`src/rtl/inst_prefetch_ctrl_pkg.sv`:
```
// rtl/inst_prefetch_ctrl_pkg.sv - shared widths, constants and types for the instruction prefetcher
package inst_prefetch_ctrl_pkg;

  localparam int          INST_ADDR_W  = 32;
  localparam int          INST_W       = 32;
  localparam int          PF_DEPTH     = 4;
  localparam int          PF_CNT_W     = $clog2(PF_DEPTH) + 1;
  localparam logic [31:0] ZERO_WORD    = 32'h0000_0000;
  localparam logic        CHIP_ENABLE  = 1'b1;
  localparam logic        CHIP_DISABLE = 1'b0;

  typedef enum logic {
    S_BOOT = 1'b0,
    S_RUN  = 1'b1
  } pf_state_e;

  typedef struct packed {
    logic [INST_ADDR_W-1:0] pc;
    logic [INST_W-1:0]      inst;
  } pf_entry_t;

  function automatic logic [INST_ADDR_W-1:0] word_align(input logic [INST_ADDR_W-1:0] a);
    return a & ~32'h3;
  endfunction

endpackage

```
`src/rtl/inst_pf_fifo.sv`:
```
// rtl/inst_pf_fifo.sv - prefetch FIFO of {pc, inst} entries with push/pop/clear
module inst_pf_fifo
  import inst_prefetch_ctrl_pkg::*;
#(
  parameter int DEPTH = PF_DEPTH
) (
  input  logic                      clk,
  input  logic                      rst,
  input  logic                      clear_i,
  input  logic                      push_i,
  input  logic                      pop_i,
  input  pf_entry_t                 wdata_i,
  output logic                      valid_o,
  output pf_entry_t                 head_o,
  output logic [$clog2(DEPTH):0]    count_o
);

  localparam int PTR_W = $clog2(DEPTH);
  localparam int CNT_W = PTR_W + 1;
  localparam logic [CNT_W-1:0] DEPTH_C = CNT_W'(DEPTH);

  pf_entry_t        mem_q [DEPTH];
  logic [PTR_W-1:0] rd_ptr_q, rd_ptr_d;
  logic [PTR_W-1:0] wr_ptr_q, wr_ptr_d;
  logic [CNT_W-1:0] cnt_q, cnt_d;
  logic             do_push, do_pop;

  // A push into a full FIFO is only legal when the head leaves in the same cycle.
  assign do_pop  = pop_i && (cnt_q != '0);
  assign do_push = push_i && ((cnt_q != DEPTH_C) || do_pop);

  always_comb begin
    rd_ptr_d = rd_ptr_q;
    wr_ptr_d = wr_ptr_q;
    cnt_d    = cnt_q;
    if (clear_i) begin
      rd_ptr_d = '0;
      wr_ptr_d = '0;
      cnt_d    = '0;
    end else begin
      if (do_push) wr_ptr_d = wr_ptr_q + 1'b1;
      if (do_pop)  rd_ptr_d = rd_ptr_q + 1'b1;
      case ({do_push, do_pop})
        2'b10:   cnt_d = cnt_q + 1'b1;
        2'b01:   cnt_d = cnt_q - 1'b1;
        default: cnt_d = cnt_q;
      endcase
    end
  end

  always_ff @(posedge clk) begin
    if (!rst) begin
      rd_ptr_q <= '0;
      wr_ptr_q <= '0;
      cnt_q    <= '0;
    end else begin
      rd_ptr_q <= rd_ptr_d;
      wr_ptr_q <= wr_ptr_d;
      cnt_q    <= cnt_d;
    end
  end

  always_ff @(posedge clk) begin
    if (rst && !clear_i && do_push) mem_q[wr_ptr_q] <= wdata_i;
  end

  assign valid_o = (cnt_q != '0);
  assign head_o  = valid_o ? mem_q[rd_ptr_q] : '0;
  assign count_o = cnt_q;

endmodule

```
`src/rtl/inst_prefetch_ctrl.sv`:
```
// rtl/inst_prefetch_ctrl.sv - fetch sequencer driving the instruction ROM and feeding IF/ID
module inst_prefetch_ctrl
  import inst_prefetch_ctrl_pkg::*;
#(
  parameter int          DEPTH    = PF_DEPTH,
  parameter logic [31:0] RESET_PC = 32'h0000_0000
) (
  input  logic                     clk,
  input  logic                     rst,
  output logic                     rom_ce,
  output logic [INST_ADDR_W-1:0]   rom_addr,
  input  logic [INST_W-1:0]        rom_inst,
  input  logic                     stall,
  input  logic                     redirect,
  input  logic [INST_ADDR_W-1:0]   redirect_pc,
  output logic                     if_valid,
  output logic [INST_ADDR_W-1:0]   if_pc,
  output logic [INST_W-1:0]        if_inst,
  output logic [$clog2(DEPTH):0]   fetch_cnt
);

  localparam int CNT_W = $clog2(DEPTH) + 1;
  localparam logic [CNT_W-1:0] DEPTH_C = CNT_W'(DEPTH);

  pf_state_e              state_q, state_d;
  logic [INST_ADDR_W-1:0] fpc_q, fpc_d;
  logic                   push, pop, clear;
  pf_entry_t              head;

  always_comb begin
    state_d  = state_q;
    fpc_d    = fpc_q;
    push     = 1'b0;
    pop      = 1'b0;
    clear    = 1'b0;
    rom_ce   = CHIP_DISABLE;
    rom_addr = ZERO_WORD;
    case (state_q)
      S_BOOT: begin
        state_d = S_RUN;
        if (redirect) begin
          clear = 1'b1;
          fpc_d = word_align(redirect_pc);
        end
      end
      default: begin
        // Redirect outranks everything: the queued entries belong to the wrong path.
        if (redirect) begin
          clear = 1'b1;
          fpc_d = word_align(redirect_pc);
        end else begin
          pop  = if_valid && !stall;
          push = (fetch_cnt < DEPTH_C) || pop;
          if (push) begin
            rom_ce   = CHIP_ENABLE;
            rom_addr = fpc_q;
            fpc_d    = fpc_q + 32'd4;
          end
        end
      end
    endcase
  end

  always_ff @(posedge clk) begin
    if (!rst) begin
      state_q <= S_BOOT;
      fpc_q   <= RESET_PC;
    end else begin
      state_q <= state_d;
      fpc_q   <= fpc_d;
    end
  end

  inst_pf_fifo #(.DEPTH(DEPTH)) u_fifo (
    .clk     (clk),
    .rst     (rst),
    .clear_i (clear),
    .push_i  (push),
    .pop_i   (pop),
    .wdata_i ('{pc: fpc_q, inst: rom_inst}),
    .valid_o (if_valid),
    .head_o  (head),
    .count_o (fetch_cnt)
  );

  assign if_pc   = head.pc;
  assign if_inst = head.inst;

endmodule

```
`config.mk`:
```
export PLATFORM = sky130hd
export DESIGN_NAME = inst_prefetch_ctrl
export DESIGN_NICKNAME = d
export VERILOG_FILES = /design/src/rtl/inst_prefetch_ctrl_pkg.sv /design/src/rtl/inst_pf_fifo.sv /design/src/rtl/inst_prefetch_ctrl.sv
export SDC_FILE = /design/constraint.sdc
export NUM_CORES = 1
export LEC_CHECK = 0
export CAP_MARGIN = 20
export CORE_MARGIN = 2
export CORE_UTILIZATION = 30
export CTS_CLUSTER_SIZE = 24
export DETAILED_ROUTE_END_ITERATION = 12
export PLACE_DENSITY_LB_ADDON = 0.1
export RECOVER_POWER = 50
export SKIP_LAST_GASP = 1
export SLEW_MARGIN = 20
export SYNTH_ARGS = -nofsm -noshare
export SYNTH_HDL_FRONTEND = slang
export SYNTH_SLANG_ARGS = --single-unit
```
`constraint.sdc`:
```
create_clock -name clk -period 9.1 [get_ports clk]
set_input_delay 1.82 -clock clk [delete_from_list [all_inputs] [get_ports clk]]
set_output_delay 1.82 -clock clk [all_outputs]
set_load 0.005 [all_outputs]
```
==> key figures <==
Setup path
  – Category of the most critical setup path: input port to flip-flop
  – Category of the worst setup path launch point: input port
  – CP Data Required Time: 9.22 ns
  – Max FO, Critical Path: 48
  – Source of the critical timing path: rst
  – Launch instance of the worst register-to-register path: state_q
  – Signal arrival time at the worst endpoint: 6.86 ns
  – Crit path capture type: flip-flop

Timing
  – Worst-margin pin slew: 1.92 ns
  – Setup TNS after final layout: 0 ns
  – Worst rel slew slack: -28.3%
  – Pins over their slew limit: 45
  – Final setup violation count: 0
  – Final period util: 74.0%
  – Min Tclk post-route: 6.74 ns
  – Final Hold Viols: 0
  – Maximum clock rate: 148 MHz
  – RSZ-0062 raised after global routing: no
  – Clock skew: 0.0204 ns

Cells and area
  – Fill cell total of the finished layout: 3725
  – Most used cells in the layout excluding fill and tap cells: sky130_fd_sc_hd__edfxtp_1, sky130_fd_sc_hd__clkdlybuf4s50_1, sky130_fd_sc_hd__mux4_2, sky130_fd_sc_hd__and2_1, sky130_fd_sc_hd__dfxtp_1
  – Leading cell type in the layout, fill and taps excluded: sky130_fd_sc_hd__edfxtp_1
  – Total non-filler cell area in the finished layout: 0.0153 mm2
  – Fraction of final layout cells sized beyond drive strength 1: 14.7%
  – Area growth from synthesis to layout: 27.6%
  – Total Nets Final: 977
  – ANT cells: 0

Yosys
  – Count of synthesis-stage warnings from yosys: 0
  – Mapped Avg Cell Area: 16.2 um2
  – Number of flops mapped to enable cells by yosys: 248
  – Dominant synthesized flop cell: sky130_fd_sc_hd__edfxtp_1
  – Share of synthesized registers carrying an async set or reset: 0%
  – Cell count after synthesis: 738
  – Synth Cell Area: 0.0120 mm2
  – Synth cell types: 55
  – Number of register bits inferred by synthesis: 288
  – Sequential share of the synthesized area: 68.9%

Floorplanning
  – Number of core rows: 73
  – Effective utilization at floorplan: 30.3%
  – Core area: 0.0395 mm2
  – Count of pins on the block boundary: 169
  – Vert. Die Dim: 204 um
  – Overall die area: 0.0415 mm2
  – Die span in x: 204 um

Global route
  – Congestion Overflow GR: 0
  – Antenna violations before repair: 2
  – Pin count of the biggest net entering global routing: 50
  – Total global routing track utilization: 15.4%
  – Number of global-route vias before repair: 7505
  – Global-route wire length before repair: 48000 um

Clock tree
  – Later-pin clock latency in the skew report: 0.52 ns
  – Number of buffers added to fix hold violations after cts: 0
  – Cell at the root of the clock tree: sky130_fd_sc_hd__clkbuf_16
  – CTS max path bufs: 3
  – Number of resized instances in the post-cts repair step: 0
  – Clock-pin slew on the worst setup and hold paths: 0.06 ns
  – Number of post-CTS setup repair buffers: 0
  – Clock tree from TritonCTS: yes
  – Clock buffer count from CTS: 35
  – Clk sink count: 288
  – Count of H-tree levels built during CTS: 2

Placed design
  – Routability congestion estimate from global placement: 0.757
  – Count of port buffers added during placement: 162
  – Total half-perimeter wirelength after legalization and detailed placement: 19000 um
  – Standard cell area after detailed placement: 0.0142 mm2

Power and ir drop
  – Cell Pwr Density: 196 mW/mm2
  – Maximum vdd drop: 102 uV
  – Leakage power: 0.00492 uW

Routing
  – Total number of vias: 7074
  – Remaining DRCs: 0
  – Total Routed Length: 31600 um
  – Per-cell via count in the routed design: 4.87
  – Wirelength per Cell: 21.7 um
  – Count of antenna-violating nets left after detailed routing: 0
  – Iteration-0 DRC count of the detailed router: 453
  – Iteration count of the initial detailed-routing pass: 4

Run
  – Number of max-capacitance violations reported: 1

Run status
  – Violations in the final reports: max-capacitance violations, max-slew violations
  – Status: finished with violations

Min path
  – Min-delay worst type: flip-flop to flip-flop
  – Hold path startpoint: u_fifo.wr_ptr_q[1]
critical path, stage by stage:
cell and delay [ns]:
sky130_fd_sc_hd__dlygate4sd3_1 0.52, sky130_fd_sc_hd__clkbuf_1 1.38, sky130_fd_sc_hd__nand2b_1 0.73, sky130_fd_sc_hd__nor2_1 0.49, sky130_fd_sc_hd__and2_0 1.07, sky130_fd_sc_hd__buf_4 0.80
where the power goes:
group / total [uW] / switching [uW] / internal [uW]
Clock: 1350 / 532 / 822
Sequential: 1490 / 33.2 / 1460
Combinational: 155 / 72.3 / 82.4
cell families (layout without fill, tap and decap cells):
| group | after synthesis | in the layout | share of synthesized area (%) |
|---|---|---|---|
| compound gates | 78 | 78 | 4.54 |
| fa+ha+maj | 6 | 6 | 0.690 |
| xor+xnor | 11 | 11 | 0.805 |
| buf+inv | 60 | 248 | 2.16 |
| flops | 288 | 288 | 68.9 |
| mux | 62 | 62 | 11.7 |
| simple gates | 231 | 231 | 11.2 |
| other cells | 2 | 5 | 0.0627 |
area by class of cell:
cell class	count	area (um2)	area share, %
Inverter	10	37.5	0.246
Tap cell	525	657	4.30
Clock inverter	18	146	0.958
Clock buffer	45	986	6.45
Sequential cell	288	8260	54.0
Multi-Input combinational cell	393	3480	22.8
Timing Repair Buffer	175	1710	11.2
layer usage:
metal	share of wire, %	GRT usage (%)	vias to the layer above
met4	1.6	3.99	2
met2	45	23.4	193
met5	0.041	0	-
li1	-	-	3238
met1	49	22.4	3602
met3	5.1	3.28	39
flip-flops by register name, indices dropped and copies added (netlist names), named ones only:
register	cells
state_q	1
u_fifo.wr_ptr_q	2
fpc_q	30
u_fifo.rd_ptr_q	2
u_fifo.mem_q	248
u_fifo.count_o	3
per-stage QoR:
step / total power (uW) / worst slack [ns] / utilization [%] / hold WS (ns) / std cells
4_1_cts: 3060 / 3.44 / 38.7 / 0.510 / 1454
5_1_grt: 3120 / 1.77 / 38.6 / 0.539 / 1454
3_5_place_dp: 1680 / 3.45 / 35.8 / 0.502 / 1391
6_report: 3000 / 2.36 / 38.6 / 0.507 / 1454
3_3_place_gp: 1680 / 3.44 / 35.8 / 0.488 / 1391
2_1_floorplan: 1570 / 4.69 / - / 0.455 / 741
cells in the mapped netlist, types with 5 or more instances:
library cell               instances  area (um2)
sky130_fd_sc_hd__edfxtp_1        248        7450
sky130_fd_sc_hd__o21ai_0          25         125
sky130_fd_sc_hd__dfxtp_1          40         801
sky130_fd_sc_hd__and3_1           29         181
sky130_fd_sc_hd__and2_1           66         413
sky130_fd_sc_hd__xnor2_1          10        87.6
sky130_fd_sc_hd__buf_2             9        45.0
sky130_fd_sc_hd__nor3_1           13        65.1
sky130_fd_sc_hd__a21oi_1           7        35.0
sky130_fd_sc_hd__nor4_1            5        31.3
sky130_fd_sc_hd__nand2b_1         11        68.8
sky130_fd_sc_hd__and4_1            6        52.6
sky130_fd_sc_hd__nand2_1          24        90.1
sky130_fd_sc_hd__mux4_2           62        1400
sky130_fd_sc_hd__nor2_1           21        78.8
sky130_fd_sc_hd__inv_1            10        37.5
sky130_fd_sc_hd__or4_1             7        52.6
sky130_fd_sc_hd__ha_1              5        62.6
sky130_fd_sc_hd__nand4_1          13        81.3
sky130_fd_sc_hd__a211oi_1          6        45.0
sky130_fd_sc_hd__nand3_1          18        90.1
sky130_fd_sc_hd__clkbuf_1         35         131
sky130_fd_sc_hd__or3_1             6        37.5
sky130_fd_sc_hd__a31oi_1           6        37.5
path summary, 6_finish.rpt:
check / end / cells past startpoint / slack (ns)
max: u_fifo.mem_q[2][4] / 6 / 2.36
min: u_fifo.wr_ptr_q[1] / 2 / 0.51
min reg2reg: u_fifo.wr_ptr_q[1] / 2 / 0.51
max reg2reg: u_fifo.mem_q[2][4] / 4 / 5.70
Note: power is estimated with default switching activity, not from simulation.
